$ cat src/rtl/keypad_scan_ctrl.sv
// 4x4 matrix keypad scanner: walks one-hot rows, debounces a single-key press
// and its release, and shifts each accepted key into a two-digit display.
module keypad_scan_ctrl #(
   parameter int unsigned SETTLE_CYCLES   = 240,
   parameter int unsigned DEBOUNCE_CYCLES = 480000
) (
   input  logic       clk,
   input  logic       reset,
   input  logic [3:0] async_col,
   output logic [3:0] row,
   output logic [3:0] key_code,
   output logic       key_valid,
   output logic       key_held,
   output logic [3:0] s1,
   output logic [3:0] s2
);

   typedef enum logic [1:0] {SCAN, DEBOUNCE, HELD, RELEASE} state_t;

   localparam logic [23:0] SETTLE_LAST   = 24'(SETTLE_CYCLES - 1);
   localparam logic [23:0] DEBOUNCE_LAST = 24'(DEBOUNCE_CYCLES - 1);

   logic [3:0]  col_meta_reg, col_reg;
   state_t      state_reg, state_next;
   logic [1:0]  r_reg, r_next;
   logic [1:0]  kr_reg, kr_next;
   logic [3:0]  kc_reg, kc_next;
   logic [23:0] cnt_reg, cnt_next;
   logic [3:0]  key_code_reg, key_code_next;
   logic [3:0]  s1_reg, s1_next;
   logic [3:0]  s2_reg, s2_next;
   logic        key_valid_reg, key_valid_next;
   logic        key_held_reg, key_held_next;
   logic        col_single;
   logic [1:0]  kc_idx;
   logic [3:0]  new_code;

   function automatic logic [3:0] map_key(input logic [1:0] rr, input logic [1:0] cc);
      map_key = 4'h0;
      case ({rr, cc})
         4'h0: map_key = 4'hA;
         4'h1: map_key = 4'h0;
         4'h2: map_key = 4'hB;
         4'h3: map_key = 4'hF;
         4'h4: map_key = 4'h7;
         4'h5: map_key = 4'h8;
         4'h6: map_key = 4'h9;
         4'h7: map_key = 4'hE;
         4'h8: map_key = 4'h4;
         4'h9: map_key = 4'h5;
         4'hA: map_key = 4'h6;
         4'hB: map_key = 4'hD;
         4'hC: map_key = 4'h1;
         4'hD: map_key = 4'h2;
         4'hE: map_key = 4'h3;
         4'hF: map_key = 4'hC;
         default: map_key = 4'h0;
      endcase
   endfunction

   always_ff @(posedge clk or negedge reset) begin
      if (!reset) begin
         col_meta_reg <= 4'd0;
         col_reg      <= 4'd0;
      end else begin
         col_meta_reg <= async_col;
         col_reg      <= col_meta_reg;
      end
   end

   // Zero or several active columns (ghosting) never count as a press.
   assign col_single = (col_reg != 4'd0) && ((col_reg & (col_reg - 4'd1)) == 4'd0);

   always_comb begin
      kc_idx = 2'd0;
      for (int i = 0; i < 4; i++) begin
         if (kc_reg[i]) kc_idx = 2'(i);
      end
   end

   assign new_code = map_key(kr_reg, kc_idx);

   genvar gi;
   generate
      for (gi = 0; gi < 4; gi++) begin : g_row
         assign row[gi] = (r_reg == 2'(gi));
      end
   endgenerate

   always_ff @(posedge clk or negedge reset) begin
      if (!reset) begin
         state_reg     <= SCAN;
         r_reg         <= 2'd0;
         kr_reg        <= 2'd0;
         kc_reg        <= 4'd0;
         cnt_reg       <= 24'd0;
         key_code_reg  <= 4'd0;
         s1_reg        <= 4'd0;
         s2_reg        <= 4'd0;
         key_valid_reg <= 1'b0;
         key_held_reg  <= 1'b0;
      end else begin
         state_reg     <= state_next;
         r_reg         <= r_next;
         kr_reg        <= kr_next;
         kc_reg        <= kc_next;
         cnt_reg       <= cnt_next;
         key_code_reg  <= key_code_next;
         s1_reg        <= s1_next;
         s2_reg        <= s2_next;
         key_valid_reg <= key_valid_next;
         key_held_reg  <= key_held_next;
      end
   end

   always_comb begin
      state_next     = state_reg;
      r_next         = r_reg;
      kr_next        = kr_reg;
      kc_next        = kc_reg;
      cnt_next       = cnt_reg;
      key_code_next  = key_code_reg;
      s1_next        = s1_reg;
      s2_next        = s2_reg;
      key_valid_next = 1'b0;
      key_held_next  = key_held_reg;
      case (state_reg)
         SCAN: begin
            if (cnt_reg == SETTLE_LAST) begin
               cnt_next = 24'd0;
               if (col_single) begin
                  kr_next    = r_reg;
                  kc_next    = col_reg;
                  state_next = DEBOUNCE;
               end else begin
                  r_next = r_reg + 2'd1;
               end
            end else begin
               cnt_next = cnt_reg + 24'd1;
            end
         end
         DEBOUNCE: begin
            if (col_reg != kc_reg) begin
               state_next = SCAN;
               cnt_next   = 24'd0;
            end else if (cnt_reg == DEBOUNCE_LAST) begin
               state_next     = HELD;
               cnt_next       = 24'd0;
               key_code_next  = new_code;
               s1_next        = s2_reg;
               s2_next        = new_code;
               key_valid_next = 1'b1;
               key_held_next  = 1'b1;
            end else begin
               cnt_next = cnt_reg + 24'd1;
            end
         end
         HELD: begin
            // Row stays parked on kr; other keys on this row are ignored.
            if ((col_reg & kc_reg) == 4'd0) begin
               state_next = RELEASE;
               cnt_next   = 24'd0;
            end
         end
         RELEASE: begin
            if ((col_reg & kc_reg) != 4'd0) begin
               state_next = HELD;
               cnt_next   = 24'd0;
            end else if (cnt_reg == DEBOUNCE_LAST) begin
               state_next    = SCAN;
               cnt_next      = 24'd0;
               r_next        = kr_reg + 2'd1;
               key_held_next = 1'b0;
            end else begin
               cnt_next = cnt_reg + 24'd1;
            end
         end
         default: begin
            state_next = SCAN;
            cnt_next   = 24'd0;
         end
      endcase
   end

   assign key_code  = key_code_reg;
   assign key_valid = key_valid_reg;
   assign key_held  = key_held_reg;
   assign s1        = s1_reg;
   assign s2        = s2_reg;

endmodule

$ cat config.mk
export PLATFORM = sky130hd
export DESIGN_NAME = keypad_scan_ctrl
export DESIGN_NICKNAME = d
export VERILOG_FILES = /design/src/rtl/keypad_scan_ctrl.sv
export SDC_FILE = /design/constraint.sdc
export NUM_CORES = 1
export LEC_CHECK = 0
export ABC_AREA = 0
export BUFFER_PORTS_ARGS = -buffer_cell sky130_fd_sc_hd__buf_2
export CORE_MARGIN = 2
export CORE_UTILIZATION = 61
export CTS_BUF_LIST = sky130_fd_sc_hd__clkbuf_4 sky130_fd_sc_hd__clkbuf_8
export CTS_CLUSTER_DIAMETER = 60
export DETAILED_ROUTE_END_ITERATION = 10
export PLACE_DENSITY = 0.92
export RECOVER_POWER = 50
export SYNTH_ARGS = -nofsm -noshare
export SYNTH_HDL_FRONTEND = slang
export SYNTH_SLANG_ARGS = --single-unit
$ cat constraint.sdc
create_clock -name clk -period 2.6 [get_ports clk]
set_input_delay 0.26 -clock clk [delete_from_list [all_inputs] [get_ports clk]]
set_output_delay 0.26 -clock clk [all_outputs]
set_load 0.01 [all_outputs]
# After elaboration in Yosys (flattened, before gate mapping)
# Memories as Yosys holds them, arrays and structs flattened. A register that Yosys moved wholly into a read port is not among the register bits.
# Cells that the tools add are included.
dict set report word_totals {
  elab_cells 82
  romBits 64
  n_memories 1
  regBits 48
  in_bits 6
  out_inout_bits 18
}
# memory words width rd rd_clocked_by_memory_dff write_ports line_no
set mem_list {}
lappend mem_list {{(name not given)} 16 4 1 1 0 40} ;# case ({rr, cc})
dict set report op_classes {
  add_sub_neg 4
  eq_ne 19
  n_bitwise 3
  reduce_logical 15
  n_mux 30
}
# cell count
set op_table {}
lappend op_table {{24-bit 2-to-1 mux} 5}
lappend op_table {{24-bit case mux with 4 select lines} 1}
lappend op_table {{2-bit 2-to-1 mux} 13}
lappend op_table {{24-bit by 1-bit adder with 24-bit output, second input constant} 1}
lappend op_table {{24-bit by 19-bit == test with 1-bit output, second input constant} 1}
lappend op_table {{24-bit by 8-bit == test with 1-bit output, second input constant} 1}
lappend op_table {{2-bit != test, second input constant} 8}
lappend op_table {{5-bit AND reduction} 3}
lappend op_table {{4-bit AND} 2}
lappend op_table {{2-bit == test, second input constant} 4}
lappend op_table {{4-bit zero test} 2}
lappend op_table {{1-bit 2-to-1 mux} 8}
lappend op_table {{2-bit case mux with 4 select lines} 1}
lappend op_table {{4-bit nonzero test} 2}
lappend op_table {{3-bit != test, second input constant} 2}
lappend op_table {{3-bit AND reduction} 2}
lappend op_table {{2-bit by 1-bit adder with 2-bit output, second input constant} 2}
lappend op_table {{2-bit by 1-bit == test with 1-bit output, second input constant} 2}
lappend op_table {{2-bit zero test} 2}
lappend op_table {{4-bit != test} 1}
lappend op_table {{2-bit case mux with 2 select lines} 1}
lappend op_table {{2-bit nonzero test} 2}
lappend op_table {{4-bit by 1-bit subtractor with 4-bit output, second input constant} 1}
lappend op_table {{1-bit case mux with 2 select lines} 1}
lappend op_table {{other kinds (3)} 3}

# Depth between registers and ports, before layout
# Gate-level depths: netlist of the first run.
dict set report logic_depth {
  depth_word 7
  mapped_depth 8
  ltp_nobuf 8
}

# Worst setup path before layout of the first run
# No wires, ideal clock.
dict set report synth_path {
  path_kind {flip-flop to flip-flop}
  startpoint {register cnt_reg[15]}
  endpoint {register s1_reg[0] (netlist: s1[0])}
  required_time_ns 2.475
  setup_ns 0.125
  path_slack_ns 0.296
  stages_incl_launch_ff 7
  period_less_slack_ns 2.304
  t_arrival_ns 2.179
  path_cell_list {dfrtp_1 nor4_4 nand4_1 or4_4 nor3_4 buf_4 mux2_2}
}
dict set report synth_between {
  elab_chain_cells 2
}
# element line_no
set synth_rtl {}
lappend synth_rtl {{start: declaration} 28} ;# logic [23:0] cnt_reg, cnt_next;
lappend synth_rtl {{start signal: assignment} 107} ;# cnt_reg <= cnt_next;
lappend synth_rtl {{24-bit by 19-bit == test with 1-bit output} 146} ;# end else if (cnt_reg == DEBOUNCE_LAST) begin
lappend synth_rtl {{3-bit AND reduction (no source line)} --}
lappend synth_rtl {{end signal: assignment} 109} ;# s1_reg <= s1_next;
lappend synth_rtl {{end: declaration} 30} ;# logic [3:0] s1_reg, s1_next;
# No other way between the ends.
# A chain may end at the register's enable or synchronous reset.

# Worst setup path after layout of the first run
dict set report layout_path {
  startpoint {register cnt_reg[8]}
  endpoint {register s1_reg[2] (netlist: s1[2])}
}
# The elaborated chain is that of the path after synthesis.

==> results.toml, run 1 <==
[sta]
final_max_slew_viol_count = 0
skew_ns = 0.0107
hold_slack_ns = 0.0489
tightest_slew_ns = 1.30
post-route-min-period_ns = 2.43
max_freq_mhz = 412
maxSlewHeadroom_pct = 13.6
setup_viol = 0
hold_viol_final = 0
rsz0062_at_grt = "no"
fin_tns_setup_ns = 0
post-route-period-util_pct = 93.4

[floorplanning]
die_y_um = 69.6
rows = 23
io_pins = 24
die_x_um = 69.6
start_util_pct = 64.7
die-area_um2 = 4840
core_area_um2 = 4060

[logic_synthesis]
ys_ff_latch = 52
syn_inst = 260
synth_area_leaders = "dfrtp_1, nor2_1, xor2_1"
synth-edff-count = 0
yosysMostFrequentCell = "dfrtp_1"
synth_top_area_share_pct = 49.6
synth.avg_cell_area_um2 = 10.1
synth_top_area_cell = "dfrtp_1"
synth_flop_cell = "dfrtp_1"
synth_nets = 275
postSynth.asyncResetShare_pct = 100
yosysSeqAreaShare_pct = 49.6
ys_warn_count = 0
ys_types = 44
synthTopCellsByCount = "dfrtp_1, nor2_1, nand2_1, xor2_1"
syn_area_um2 = 2630

[grt]
grt_overflow_total = 0
grt_pass1_vias = 1988
grt_max_degree = 26
grtUsageTotal_pct = 22.1
grt_pass1_wl_um = 8620
antenna_found_initial = 0

[critical_path]
critPathArrivalTime_ns = 2.64
critical_path_required_ns = 2.81
start_kind = "flop"
path_max_fanout = 12
crit_type = "flop to flop"
cp-end-kind = "flop"

[layout]
fin_util_pct = 71.5
stdcell_area_um2 = 2900
register_area_um2 = 1300
stdcell_count = 337
largest_reg_flops = 24
fill_cells = 306
antenna_cells = 0
multi_input_area_um2 = 1220
syn_to_final_growth_pct = 10.5
nets = 301
drive_gt1_share_pct = 19.5

[drt]
first_pass_iters = 4
drtAntennaViolNets = 0
drt_iter0_drc = 104
dr_total_vias = 1949
vias_per_cell = 5.78
wirelength_um = 4940
wl_per_cell_um = 14.7
drc = 0

[flow_run]
drv_cap = 0

[clocking]
cts_root_buf = "clkbuf_8"
clk_pin_slew_ns = 0.09
htreeDepth = 2
cts_sinks = 52
numCtsBuffers = 5
clockBufferDepth = 2
cts_tree = "done"
postCtsSetupBuffers = 0
insertion_delay_ns = 0.31
ctsResizeCount = 0

[placed_design]
placed_cells = 328
gp_congestion = 0.848
port-buffer-count = 23
dp_hpwl_um = 3500
postPlaceCellArea_um2 = 2790

[pwr]
p_leak_uw = 0.00141
p_per_area_nw_per_um2 = 484
vdd_drop_max_uv = 381

[status]
status = "complete, no violations"

[min_path]
hold_class = "input pin to flop"
## layer usage
metal | up-vias | track usage (%) | share of wire [%] | wire (um)
met1 | 948 | 27.7 | 44 | 2190
met4 | 0 | 8.50 | 1.5 | 74
li1 | 943 | - | - | -
met5 | - | 0 | 0 | 0
met3 | 6 | 4.94 | 4.8 | 236
met2 | 52 | 37.3 | 49 | 2440
## per-stage QoR
step	setup WS (ns)	total power [uW]
floorplan	0.296	840
global placement	0.167	862
detailed placement	0.117	864
CTS	0.113	1410
global route	0.0282	1450
finish	0.172	1400
## layout make-up
type,count,area share (%)
Sequential cell,52,44.9
Timing Repair Buffer,31,5.78
Tap cell,50,2.16
Inverter,9,1.16
Clock buffer,6,2.63
Clock inverter,2,1.21
Multi-Input combinational cell,187,42.2
## worst max-delay path, stage by stage, from the launching register on
cell and delay (ns):
dfrtp_1 0.46, nor4_2 0.30, nand4_1 0.19, or4_4 0.62, nor3_4 0.38, mux2_2 0.39
## final timing paths
kind                                                 from                        end  slack, ns  cells after the start
worst max-delay path               cnt_reg[8]$_DFFE_PN0P_          s1[2]$_DFFE_PN0P_       0.17                      5
worst min-delay path                         async_col[3]  col_meta_reg[3]$_DFF_PN0_       0.05                      1
worst max register to register     cnt_reg[8]$_DFFE_PN0P_          s1[2]$_DFFE_PN0P_       0.17                      5
worst min register to register  col_meta_reg[3]$_DFF_PN0_       col_reg[3]$_DFF_PN0_       0.36                      0
max in group asynchronous                           reset    cnt_reg[12]$_DFFE_PN0P_       0.76                      3
min in group asynchronous                           reset  col_meta_reg[0]$_DFF_PN0_       0.35                      2
## power by group
part	leakage [uW]	internal (uW)	switching, uW	total [uW]
clock network	0.0000586	296	261	557
registers	0.000694	814	4.56	819
logic	0.000660	7.45	20.4	27.8
total	0.00141	1120	286	1400
## cells in the final DEF, fill, tap and decap left out, types with 9 or more instances in the layout
master / n
nand3_1: 10
inv_1: 9
o21ai_0: 9
xor2_1: 17
dfrtp_1: 52
mux2_2: 10
buf_2: 21
nor2_1: 41
nand2_1: 20
ha_1: 9
## kinds of logic after synthesis
logic type,Yosys count,synth area share [%]
AND/OR/NAND/NOR,112,22.0
flip-flops,52,49.6
XOR/XNOR,23,7.67
buffers and inverters,21,3.81
multiplexers,11,4.67
adder cells (fa/ha/maj),9,4.29
AO/OA/AOI/OAI,32,7.96
## timing repair
action / in CTS / in global routing
endpoints found under the setup margin: 0 / 6
hold endpoints to repair: 4 / 0
hold buffers: 1 / 0
(Power assumes the default switching activity.)
==> run 2: changes to the inputs <==
--- a/config.mk
+++ b/config.mk
@@ -7,12 +7,11 @@
 export LEC_CHECK = 0
 export ABC_AREA = 0
 export BUFFER_PORTS_ARGS = -buffer_cell sky130_fd_sc_hd__buf_2
-export CORE_MARGIN = 2
-export CORE_UTILIZATION = 61
-export CTS_BUF_LIST = sky130_fd_sc_hd__clkbuf_4 sky130_fd_sc_hd__clkbuf_8
+export CORE_MARGIN = 5
+export CORE_UTILIZATION = 59
 export CTS_CLUSTER_DIAMETER = 60
 export DETAILED_ROUTE_END_ITERATION = 10
-export PLACE_DENSITY = 0.92
+export PLACE_DENSITY = 0.89
 export RECOVER_POWER = 50
 export SYNTH_ARGS = -nofsm -noshare
 export SYNTH_HDL_FRONTEND = slang
==> run 2 against run 1 <==
Worst setup slack better by 0.0017 ns; register-to-register slack barely moved; critical path type unchanged; count of clock-buffer cells in the layout stayed put; flip-flop and latch count stayed put; clock skew shrank 0.0040 ns; cell count up 0.59%; largest cell class unchanged; via count is 2.5% lower; die area up 21%; critical path depth unchanged; combinational power fell by 3%; global-route usage shrank 4.4 points; power is 1.7% lower.
==> results.toml, run 2 (same netlist as run 1, synthesis figures left out) <==
[grt]
top_usage_layer = "met2"
grt_pass1_wl_um = 8620
use_met3_pct = 3.63
grt_overflow_total = 0
grtUsageMet2_pct = 28.6
grtUsageTotal_pct = 17.7
grt_pass1_vias = 1906
grt_max_degree = 26
antenna_found_initial = 0
grtUsageMet1_pct = 23.6

[sta]
setup_viol = 0
final_max_slew_viol_count = 0
rsz0062_at_grt = "no"
tightest_slew_ns = 1.29
hold_viol_final = 0
post-route-period-util_pct = 93.3
fin_tns_setup_ns = 0
post-route-min-period_ns = 2.43
max_freq_mhz = 412
skew_ns = 0.00672
maxSlewHeadroom_pct = 14.2
layout_setup_ws_ns = 0.174

[drt]
first_pass_iters = 4
dr_total_vias = 1900
vias_per_cell = 5.60
drtAntennaViolNets = 0
drt_iter0_drc = 127
wl_per_cell_um = 13.7
wirelength_um = 4660
drc = 0

[critical_path]
crit_chain = "nor4_2, nand4_1, or4_4, nor3_4, mux2_2"
path_max_fanout = 10
cp-end-kind = "flop"
crit_slowest_cell = "or4_4"
critical_path_required_ns = 2.79
critPathArrivalTime_ns = 2.61
start_kind = "flop"
crit_path_max_incr_delay_ns = 0.62
crit_type = "flop to flop"

[layout]
stdcell_count = 339
nets = 301
largest_reg_flops = 24
drive_gt1_share_pct = 19.2
final_cell_mix = "dfrtp_1, nor2_1, buf_2"
antenna_cells = 0
syn_to_final_growth_pct = 10.4
stdcell_area_um2 = 2900
final_common_cell = "dfrtp_1"

[clocking]
htreeDepth = 2
clockBufferDepth = 2
insertion_delay_ns = 0.30
cts_root_buf = "clkbuf_8"
numCtsBuffers = 5
postCtsSetupBuffers = 0
clk_pin_slew_ns = 0.09
cts_sinks = 52
cts_tree = "done"

[floorplanning]
io_pins = 24
die_y_um = 76.7
start_util_pct = 60.7
die_x_um = 76.7
core_area_um2 = 4320
rows = 24
die-area_um2 = 5880

[placed_design]
placed_cells = 330
postPlaceCellArea_um2 = 2790
detailedPlace.worstSlack_ns = 0.138
gp_congestion = 0.859
dp_hpwl_um = 3470
port-buffer-count = 23

[pwr]
intPower_uw = 1110
p_sw_share_pct = 19.8
p_clk_share_pct = 38.7
p_per_area_nw_per_um2 = 476
power_switching_uw = 273
finalPower_uw = 1380
vdd_drop_max_uv = 358
p_leak_uw = 0.00141
power_frac_comb_pct = 2.0
seqPwrFrac_pct = 59.3

[flow_run]
drv_cap = 0

[min_path]
hold_class = "input pin to flop"

[status]
status = "complete, no violations"
run 2: changes by cell type in the layout (fill, tap and decap cells not counted):
cell      delta
clkbuf_1     +1
clkbuf_4     -1
run 2: final cells by class:
class                   count  area (um2)
clock buffers               6        72.6
fillers                   349        1430
repair buffers             31         168
clock inverters             2        35.0
multi-input cells         187        1220
flip-flops and latches     52        1300
well taps                  52        65.1
inverters                   9        33.8
run 2: metal layers:
metal	vias to the layer above	part of all wire, %
met1	897	44
met2	49	49
li1	945	-
met3	9	5.4
met5	-	0
met4	0	1.7
run 2: worst max-delay path: cells and delay by family, from the launching register on:
kind	cells	cell delay, ns
flip-flops	1	0.46
multiplexers	1	0.39
AND/OR/NAND/NOR	4	1.46
run 2: per-stage QoR:
step                util, %  hold WS (ns)
floorplan                 -       -0.0356
global placement       64.6        0.0776
detailed placement     64.6        0.0796
CTS                    67.3        0.0493
global route           67.0        0.0464
finish                 67.0        0.0603
run 2: final timing paths:
kind | from | to | slack (ns) | cells past startpoint
max | cnt_reg[8]$_DFFE_PN0P_ | s2[1]$_DFFE_PN0P_ | 0.17 | 5
min | async_col[3] | col_meta_reg[3]$_DFF_PN0_ | 0.06 | 1
max reg2reg | cnt_reg[8]$_DFFE_PN0P_ | s2[1]$_DFFE_PN0P_ | 0.17 | 5
min reg2reg | col_meta_reg[0]$_DFF_PN0_ | col_reg[0]$_DFF_PN0_ | 0.35 | 0
max in group asynchronous | reset | cnt_reg[19]$_DFFE_PN0P_ | 0.77 | 3
min in group asynchronous | reset | col_meta_reg[3]$_DFF_PN0_ | 0.36 | 2
run 2: power by group through the flow:
stage / combinational (uW) / sequential, uW / clock (uW)
floorplan: 5.79 / 834 / 0
global placement: 27.6 / 834 / 0
detailed placement: 28.6 / 835 / 0
CTS: 29.7 / 819 / 550
global route: 32.6 / 820 / 588
finish: 27.0 / 819 / 534
run 2: what timing repair did:
action	4_1_cts	5_1_grt
resized for setup	0	0
endpoints found under the hold margin	4	0
hold buffers	1	0
setup endpoints to repair	0	1
